<file path="config.mk">
export PLATFORM = sky130hd
export DESIGN_NAME = i2c_cmd_arbiter
export DESIGN_NICKNAME = d
export VERILOG_FILES = /design/src/rtl/i2c_cmd_arbiter.sv
export SDC_FILE = /design/constraint.sdc
export NUM_CORES = 1
export LEC_CHECK = 0
export CELL_PAD_IN_SITES_DETAIL_PLACEMENT = 0
export CELL_PAD_IN_SITES_GLOBAL_PLACEMENT = 2
export CORE_ASPECT_RATIO = 2
export CORE_MARGIN = 5
export CORE_UTILIZATION = 25
export DETAILED_ROUTE_END_ITERATION = 10
export PLACE_DENSITY = 0.8
export SYNTH_ARGS = -nofsm -noshare
export SYNTH_HDL_FRONTEND = slang
export SYNTH_SLANG_ARGS = --single-unit
</file>
<file path="constraint.sdc">
create_clock -name MCLK -period 2.2 [get_ports MCLK]
set_clock_uncertainty 0.1 [all_clocks]
set_input_delay 0.44 -clock MCLK [delete_from_list [all_inputs] [get_ports MCLK]]
set_output_delay 0.44 -clock MCLK [all_outputs]
set_load 0.02 [all_outputs]
</file>
<file path="src/rtl/i2c_cmd_arbiter.sv">
// ============================================================================
//  Module   : i2c_cmd_arbiter
//  Purpose  : Round-robin arbiter that shares one IIC master between several
//             CODEC command sources. Grants one requester at a time, drives a
//             single IIC transfer, detects completion on a rising FINISHED
//             edge, returns a per-requester ACK and enforces an idle gap.
//  Options  : ARB_TIMEOUT_EN - when defined, a hung transfer is aborted after
//             TIMEOUT_CYCLES in WAIT and flagged with ERR alongside ACK.
//  Revision : 1.0 - initial release
// ============================================================================
`default_nettype none

module i2c_cmd_arbiter #(
    parameter int NUM_REQ        = 2,
    parameter int GAP_CYCLES     = 4,
    parameter int TIMEOUT_CYCLES = 1000000
) (
    input  logic                   MCLK,
    input  logic                   RESET,
    input  logic [NUM_REQ-1:0]     REQ,
    input  logic [16*NUM_REQ-1:0]  REQ_DATA,
    output logic [NUM_REQ-1:0]     GNT,
    output logic [NUM_REQ-1:0]     ACK,
    output logic                   ERR,
    output logic                   BUSY,
    output logic                   IIC_EN,
    output logic [15:0]            IIC_DATA,
    input  logic                   IIC_FINISHED
);

    localparam int c_IDX_W = (NUM_REQ > 1) ? $clog2(NUM_REQ) : 1;
    localparam int c_GAP_W = (GAP_CYCLES > 1) ? $clog2(GAP_CYCLES) : 1;

    localparam logic [c_IDX_W-1:0] c_LAST_RST = c_IDX_W'(NUM_REQ - 1);
    localparam logic [c_GAP_W-1:0] c_GAP_LAST = c_GAP_W'(GAP_CYCLES - 1);
    localparam logic [NUM_REQ-1:0] c_ONE      = NUM_REQ'(1);

    localparam logic [1:0] c_ST_IDLE = 2'd0;
    localparam logic [1:0] c_ST_WAIT = 2'd1;
    localparam logic [1:0] c_ST_GAP  = 2'd2;

    logic [1:0]           r_state, w_state_nxt;
    logic [c_IDX_W-1:0]   r_last,  w_last_nxt;
    logic [c_IDX_W-1:0]   r_sel,   w_sel_nxt;
    logic [15:0]          r_data,  w_data_nxt;
    logic                 r_en,    w_en_nxt;
    logic [NUM_REQ-1:0]   r_gnt,   w_gnt_nxt;
    logic [NUM_REQ-1:0]   r_ack,   w_ack_nxt;
    logic [c_GAP_W-1:0]   r_gap,   w_gap_nxt;
    logic                 r_fin_q;
    logic                 w_fin_rise;

    logic [c_IDX_W-1:0]   w_pick;
    logic [15:0]          w_slice;
    logic                 w_hi_found;
    logic [c_IDX_W-1:0]   w_hi_idx;
    logic [c_IDX_W-1:0]   w_lo_idx;

`ifdef ARB_TIMEOUT_EN
    localparam int c_TO_W = (TIMEOUT_CYCLES > 1) ? $clog2(TIMEOUT_CYCLES) : 1;
    localparam logic [c_TO_W-1:0] c_TO_LAST = c_TO_W'(TIMEOUT_CYCLES - 1);
    logic [c_TO_W-1:0]    r_to,  w_to_nxt;
    logic                 r_err, w_err_nxt;
`else
    // Timeout support is compiled out; the parameter is intentionally unused.
    localparam int c_unused_timeout = TIMEOUT_CYCLES;
`endif

    assign w_fin_rise = IIC_FINISHED & ~r_fin_q;

    assign GNT      = r_gnt;
    assign ACK      = r_ack;
    assign BUSY     = (r_state != c_ST_IDLE);
    assign IIC_EN   = r_en;
    assign IIC_DATA = r_data;
`ifdef ARB_TIMEOUT_EN
    assign ERR      = r_err;
`else
    assign ERR      = 1'b0;
`endif

    // Round-robin pick: lowest requesting index above last, else lowest overall.
    always_comb begin
        w_hi_found = 1'b0;
        w_hi_idx   = '0;
        w_lo_idx   = '0;
        for (int i = NUM_REQ - 1; i >= 0; i--) begin
            if (REQ[i]) begin
                w_lo_idx = c_IDX_W'(i);
                if (i > int'(r_last)) begin
                    w_hi_found = 1'b1;
                    w_hi_idx   = c_IDX_W'(i);
                end
            end
        end
        w_pick  = w_hi_found ? w_hi_idx : w_lo_idx;
        w_slice = '0;
        for (int i = 0; i < NUM_REQ; i++) begin
            if (i == int'(w_pick)) begin
                w_slice = REQ_DATA[16*i +: 16];
            end
        end
    end

    // Next-state and output decode for the IDLE / WAIT / GAP sequence.
    always_comb begin
        w_state_nxt = r_state;
        w_last_nxt  = r_last;
        w_sel_nxt   = r_sel;
        w_data_nxt  = r_data;
        w_en_nxt    = r_en;
        w_gnt_nxt   = '0;
        w_ack_nxt   = '0;
        w_gap_nxt   = r_gap;
`ifdef ARB_TIMEOUT_EN
        w_to_nxt    = r_to;
        w_err_nxt   = 1'b0;
`endif
        case (r_state)
            c_ST_IDLE: begin
                if (|REQ) begin
                    w_sel_nxt   = w_pick;
                    w_last_nxt  = w_pick;
                    w_data_nxt  = w_slice;
                    w_gnt_nxt   = c_ONE << w_pick;
                    w_en_nxt    = 1'b1;
                    w_state_nxt = c_ST_WAIT;
`ifdef ARB_TIMEOUT_EN
                    w_to_nxt    = '0;
`endif
                end
            end
            c_ST_WAIT: begin
                // Completion takes priority over a coincident timeout.
                if (w_fin_rise) begin
                    w_en_nxt    = 1'b0;
                    w_ack_nxt   = c_ONE << r_sel;
                    w_gap_nxt   = '0;
                    w_state_nxt = c_ST_GAP;
                end
`ifdef ARB_TIMEOUT_EN
                else if (r_to == c_TO_LAST) begin
                    w_en_nxt    = 1'b0;
                    w_ack_nxt   = c_ONE << r_sel;
                    w_err_nxt   = 1'b1;
                    w_gap_nxt   = '0;
                    w_state_nxt = c_ST_GAP;
                end else begin
                    w_to_nxt    = r_to + 1'b1;
                end
`endif
            end
            c_ST_GAP: begin
                if (r_gap == c_GAP_LAST) begin
                    w_state_nxt = c_ST_IDLE;
                end else begin
                    w_gap_nxt   = r_gap + 1'b1;
                end
            end
            default: begin
                w_state_nxt = c_ST_IDLE;
                w_en_nxt    = 1'b0;
            end
        endcase
    end

    // State and datapath registers; reset abandons any transfer without ACK.
    always_ff @(posedge MCLK) begin
        if (RESET) begin
            r_state <= c_ST_IDLE;
            r_last  <= c_LAST_RST;
            r_sel   <= '0;
            r_data  <= 16'h0000;
            r_en    <= 1'b0;
            r_gnt   <= '0;
            r_ack   <= '0;
            r_gap   <= '0;
            r_fin_q <= 1'b0;
`ifdef ARB_TIMEOUT_EN
            r_to    <= '0;
            r_err   <= 1'b0;
`endif
        end else begin
            r_state <= w_state_nxt;
            r_last  <= w_last_nxt;
            r_sel   <= w_sel_nxt;
            r_data  <= w_data_nxt;
            r_en    <= w_en_nxt;
            r_gnt   <= w_gnt_nxt;
            r_ack   <= w_ack_nxt;
            r_gap   <= w_gap_nxt;
            r_fin_q <= IIC_FINISHED;
`ifdef ARB_TIMEOUT_EN
            r_to    <= w_to_nxt;
            r_err   <= w_err_nxt;
`endif
        end
    end

endmodule

`default_nettype wire

</file>
# == Word level (Yosys, flattened, before mapping) ==
# Index checks and enable logic that the tools add are counted.
# op_classes
mux,16
shifts,2
n_bitwise,7
n_addsub,1
n_eq_ne,7
n_reduce_logical,10
n_lt_le_gt_ge,1
# op_table
operator,count
2-to-1 mux 16 bit,1
2-to-1 mux 2 bit,5
AND reduction 3 bit,3
inequality test 2 bit (second input constant),4
2-to-1 mux 1 bit,7
NOT 1 bit,6
case mux 2 bit (3 select lines),1
OR reduction 3 bit,2
equality test 2 bit (second input constant),2
case mux 2 bit (2 select lines),1
nonzero test 2 bit,2
<< shifter 1 x 1 -> 2 bit (first input constant),2
case mux 1 bit (3 select lines),1
adder 2 x 1 -> 2 bit (second input constant),1
equality test 2 x 1 -> 1 bit (second input constant),1
zero test 2 bit,1
AND reduction 2 bit,1
OR reduction 2 bit,1
AND 1 bit,1
> comparator 1 bit (first input constant),1
# totals
elab_cells,53
ff_bits,28

# == Longest topological paths before layout ==
# depth
ltp_word,5
mapped_depth,6
depth_no_buf,4

# == Least setup slack after synthesis ==
# Ideal clock, no wire load.
# synth_timing
path_type,input port to flip-flop
start,input REQ[0]
end,"register r_en, in the netlist IIC_EN"
n_path_buf,2
cell_stages,5
slack_ns,0.832
arrival_ns,1.136
required_time_ns,1.968
path_cell_list,or2_1 > buf_6 > buf_12 > a32oi_1 > a21oi_1
# synth_via
elab_chain_len,3
# synth_rtl
item,line,rtl
start: declaration,20,"input logic [NUM_REQ-1:0] REQ,"
OR reduction 2 bit,121,if (|REQ) begin
inequality test 2 bit (no source line),n/a,
AND reduction 3 bit (no source line),n/a,
end signal: assignment,188,r_en <= w_en_nxt;
end: declaration,46,"logic r_en, w_en_nxt;"
# Every way passes these cells.
# A chain may end at the register's enable or synchronous reset.

# == Worst setup path after layout ==
# layout_timing
start,register r_state[1]
end,output BUSY
# layout_via
elab_chain_len,1
# layout_rtl
item,line,rtl
start: declaration,42,"logic [1:0] r_state, w_state_nxt;"
start signal: assignment,170,r_state <= c_ST_IDLE;
start signal: assignment,184,r_state <= w_state_nxt;
nonzero test 2 bit,73,assign BUSY = (r_state != c_ST_IDLE);
end: declaration,25,"output logic BUSY,"
# Every way passes these cells.

==> results <==
- Traced cell by cell, the critical path runs through nor2_4 > inv_2 > clkdlybuf4s50_1.
- The areal power density over the cells is 659 nW/um2.
- The number of buffers inserted during clock tree synthesis is 3.
- In this run the tightest slew margin relative to its limit is 0.657.
- The worst-case IR drop observed on VDD is 0.340 mV.
- The beginning of the worst register-to-register path is r_last$_SDFFE_PP1P_.
- The worst setup path is of the flip-flop to output port kind.
- The proportion of register bits with asynchronous set or reset after synthesis is 0.
- At the worst endpoint, the arrival time is 1.50 ns.
- Clock-pin slew was measured on the worst setup and hold paths at 0.09 ns.
- Of the available clock period, the critical path in the final layout requires 0.928.
- The number of placement rows is 37.
- The worst setup path startpoint is r_state[1]$_SDFFE_PP0P_.
- In this run, synthesis inferred 0 flip-flops with an integrated enable.
- In this run the worst path has a maximum fanout of 7.
- Setup repair after global routing left no endpoint under its margin.
- Of the cells placed in the final design, the portion with a size suffix greater than 1 is 0.120.
- Leaving out fill and tap cells, the most frequent cell in the layout is sky130_fd_sc_hd__clkdlybuf4s50_1.
- The insertion delay to the later sink of the worst-skew pair is between 0.2 and 0.3 ns.
- The global-route wire length before repair is 6500 um.
- Data on the critical path is required at its endpoint by 1.66 ns.
- Max-cap violations in this run came to 0.
- Routability-driven placement finished with a final weighted congestion of 0.708.
- The die area is 7040 um2.
- The library cells used most frequently in the layout, excluding fill and tap cells, are sky130_fd_sc_hd__clkdlybuf4s50_1, sky130_fd_sc_hd__nand2_1, sky130_fd_sc_hd__dfxtp_1.
- The initial detailed-routing violation count is 22.
- With fillers left out, the area of the finished cells amounts to 1970 um2.
- The sequential cell area is 561 um2.
- During I/O placement, the number of pins put on the boundary was 60.
- From left edge to right edge, the die measures roughly 62 um.
- The post-cts repair resize count is 0.
- The pin count of the biggest net entering global routing is 20.
- The synthesis warning total is 0.
- The reported leakage power is 0.718 nW.
- Summed over all failing endpoints, the final setup total negative slack is 0 ns.
- Based on the critical path, the design can be clocked at up to 490 MHz.
- In this run the critical register-to-register path is captured at IIC_DATA[4]$_SDFFE_PP0P_.
- The region available for standard cell placement spans 5180 um2.
- The number of buffers between clock root and the deepest sink is 2.
- After detailed routing, the average wire length per cell comes to around 15 um.
- The worst setup path is captured at an output port.
- The post-detailed-placement half-perimeter wirelength is 3160 um.
- The repair_antennas step left the layout with diodes totalling 0.
- In this run the vertical extent of the chip is roughly 110 um.
- TritonCTS built the clock tree.
- The cell area after synthesis is 1350 um2.
- Global routing finished with a remaining overflow of 0.
- The number of global-route vias before repair is 1388.
- The port buffer count is 58.
- In the global route stage, overall resource usage came out at 0.120.
- Once layout is complete, the utilization of the core stands at 0.380.
- The number of vias per cell is 4.93.
- The smallest clock period supported by the final layout is computed as roughly 2 ns.
- The tree is rooted in a sky130_fd_sc_hd__clkbuf_8.
- At the pin with the least slew margin, the transition time is 0.514 ns.
- The clock net in this run drives a total of 28 sinks.
- The H-tree depth is 1.
- Summed over all layers, the routed wires come to about 4000 um.
- The overall via count from detail_route is about 1300.
- For this run, the register share of the synthesized area comes to 0.416.
- For this run, the detailed router's first-pass iteration total came to 4.
- The startpoint identified for the worst hold timing path is r_sel$_SDFFE_PP0P_.
- In this run the worst setup path terminates at BUSY.
- Setup violations remaining at the end of the flow were counted as 0.
- The residual antenna-violating net count after detailed routing is 0.
- The final max-slew violation count came to 0.
- The count of hold buffers inserted by post-cts repair is 0.
- The number of DRC violations after detailed routing is 0.
- After filler insertion, the fill cell instance count of the layout stands at 563.
- The peak per-stage delay on the critical path is 0.61 ns.
- For this configuration, the core starts out at a cell density of 0.260.
- Summing internal, switching and leakage power gives 1.30 mW.
- The critical-path cell with the highest stage delay is sky130_fd_sc_hd__clkdlybuf4s50_1.
- The count of endpoints failing hold in the final timing report is 0.
- The unique cell type count in the Yosys netlist is 34.
- The number of nets in the synthesized netlist is roughly 180.
- The mean post-synth cell area is a little over 9 um2.
- The worst hold-check path type is flip-flop to flip-flop.
- Hold timing on the final database bottoms out at a slack of 0.353 ns.
- For this run, the post-layout net count is 240.
- For the worst flop-to-flop path, the logic depth is 3.
- Counting every instance in the synthesized netlist gives about 150.
- Setup slack on the worst reg-to-reg path comes out at 0.80 ns.
- Once the clock tree was built, the setup fixing pass inserted 0 buffers.
- For this run, the leading register cell type out of synthesis is sky130_fd_sc_hd__dfxtp_1.
- The initial antenna violation count is 0.
- The run finished with clean final reports.
- The post-detailed-placement cell area is 1930 um2.
- Counting flops and latches in the post-synthesis netlist gives 28.
- The layout overhead on the synthesized area is 46.5%.
- STA classifies the critical path startpoint as a flip-flop.
- In the final layout, the multi-input gates occupy 641 um2.
## registers in the layout (all words and copies together) (netlist names)
signal / cells
IIC_EN: 1
IIC_DATA: 16
ACK: 2
r_sel: 1
r_state: 2
r_fin_q: 1
r_gap: 2
GNT: 2
r_last: 1
## synth_stat cells, types with 3 or more instances
cell,number,share of area
sky130_fd_sc_hd__nand2b_1,3,0.014
sky130_fd_sc_hd__buf_6,6,0.050
sky130_fd_sc_hd__a21oi_1,13,0.048
sky130_fd_sc_hd__clkbuf_1,3,0.0084
sky130_fd_sc_hd__dfxtp_1,28,0.42
sky130_fd_sc_hd__a311oi_1,14,0.091
sky130_fd_sc_hd__a21oi_2,7,0.046
sky130_fd_sc_hd__o21ai_0,3,0.011
sky130_fd_sc_hd__nand2_1,34,0.095
## cell families after synthesis
| family | count (synthesis) | synth area share |
|---|---|---|
| buffers and inverters | 16 | 0.108 |
| AOI/OAI and AO/OA | 46 | 0.274 |
| other | 1 | 0.00279 |
| and+or+nand+nor | 53 | 0.190 |
| adders and majority gates | 1 | 0.00929 |
| DFF | 28 | 0.416 |
## power by group
part	switching [mW]	total [mW]	internal, mW
clock	0.148	0.271	0.123
sequential	0.0361	0.596	0.560
combinational	0.217	0.433	0.216
## layer usage
layer	vias to the layer above	GRT usage	share of wire
li1	628	-	-
met1	616	0.124	0.34
met2	27	0.228	0.61
met3	2	0.0170	0.041
met4	0	0.0382	0.010
met5	-	0	0
## critical path: cells and delay by family (launching register included)
| family | cells | cell delay [ns] |
|---|---|---|
| buffers and inverters | 2 | 0.71 |
| DFF | 1 | 0.47 |
| and+or+nand+nor | 1 | 0.05 |
## how the worst min path moves through the flow
stage | slack, ns | cells after the start | to
2_1_floorplan | 0.31 | 1 | ACK[0]$_SDFF_PP0_
3_3_place_gp | 0.33 | 1 | ACK[0]$_SDFF_PP0_
3_5_place_dp | 0.34 | 1 | ACK[0]$_SDFF_PP0_
4_1_cts | 0.35 | 1 | ACK[0]$_SDFF_PP0_
5_1_grt | 0.38 | 1 | ACK[0]$_SDFF_PP0_
6_report | 0.35 | 1 | ACK[0]$_SDFF_PP0_
## layout make-up
type,instances,area share
multi-input cells,101,0.325
clock buffers,3,0.0209
inverters,3,0.00571
flip-flops and latches,28,0.284
repair buffers,65,0.327
well taps,58,0.0368
## metrics by stage
| stage | std cells | setup WS [ns] |
|---|---|---|
| floorplan | 145 | 0.832 |
| global placement | 255 | 0.206 |
| detailed placement | 255 | 0.135 |
| CTS | 258 | 0.142 |
| global route | 258 | 0.0678 |
| finish | 258 | 0.158 |
Power figures use the tool's default switching activity.
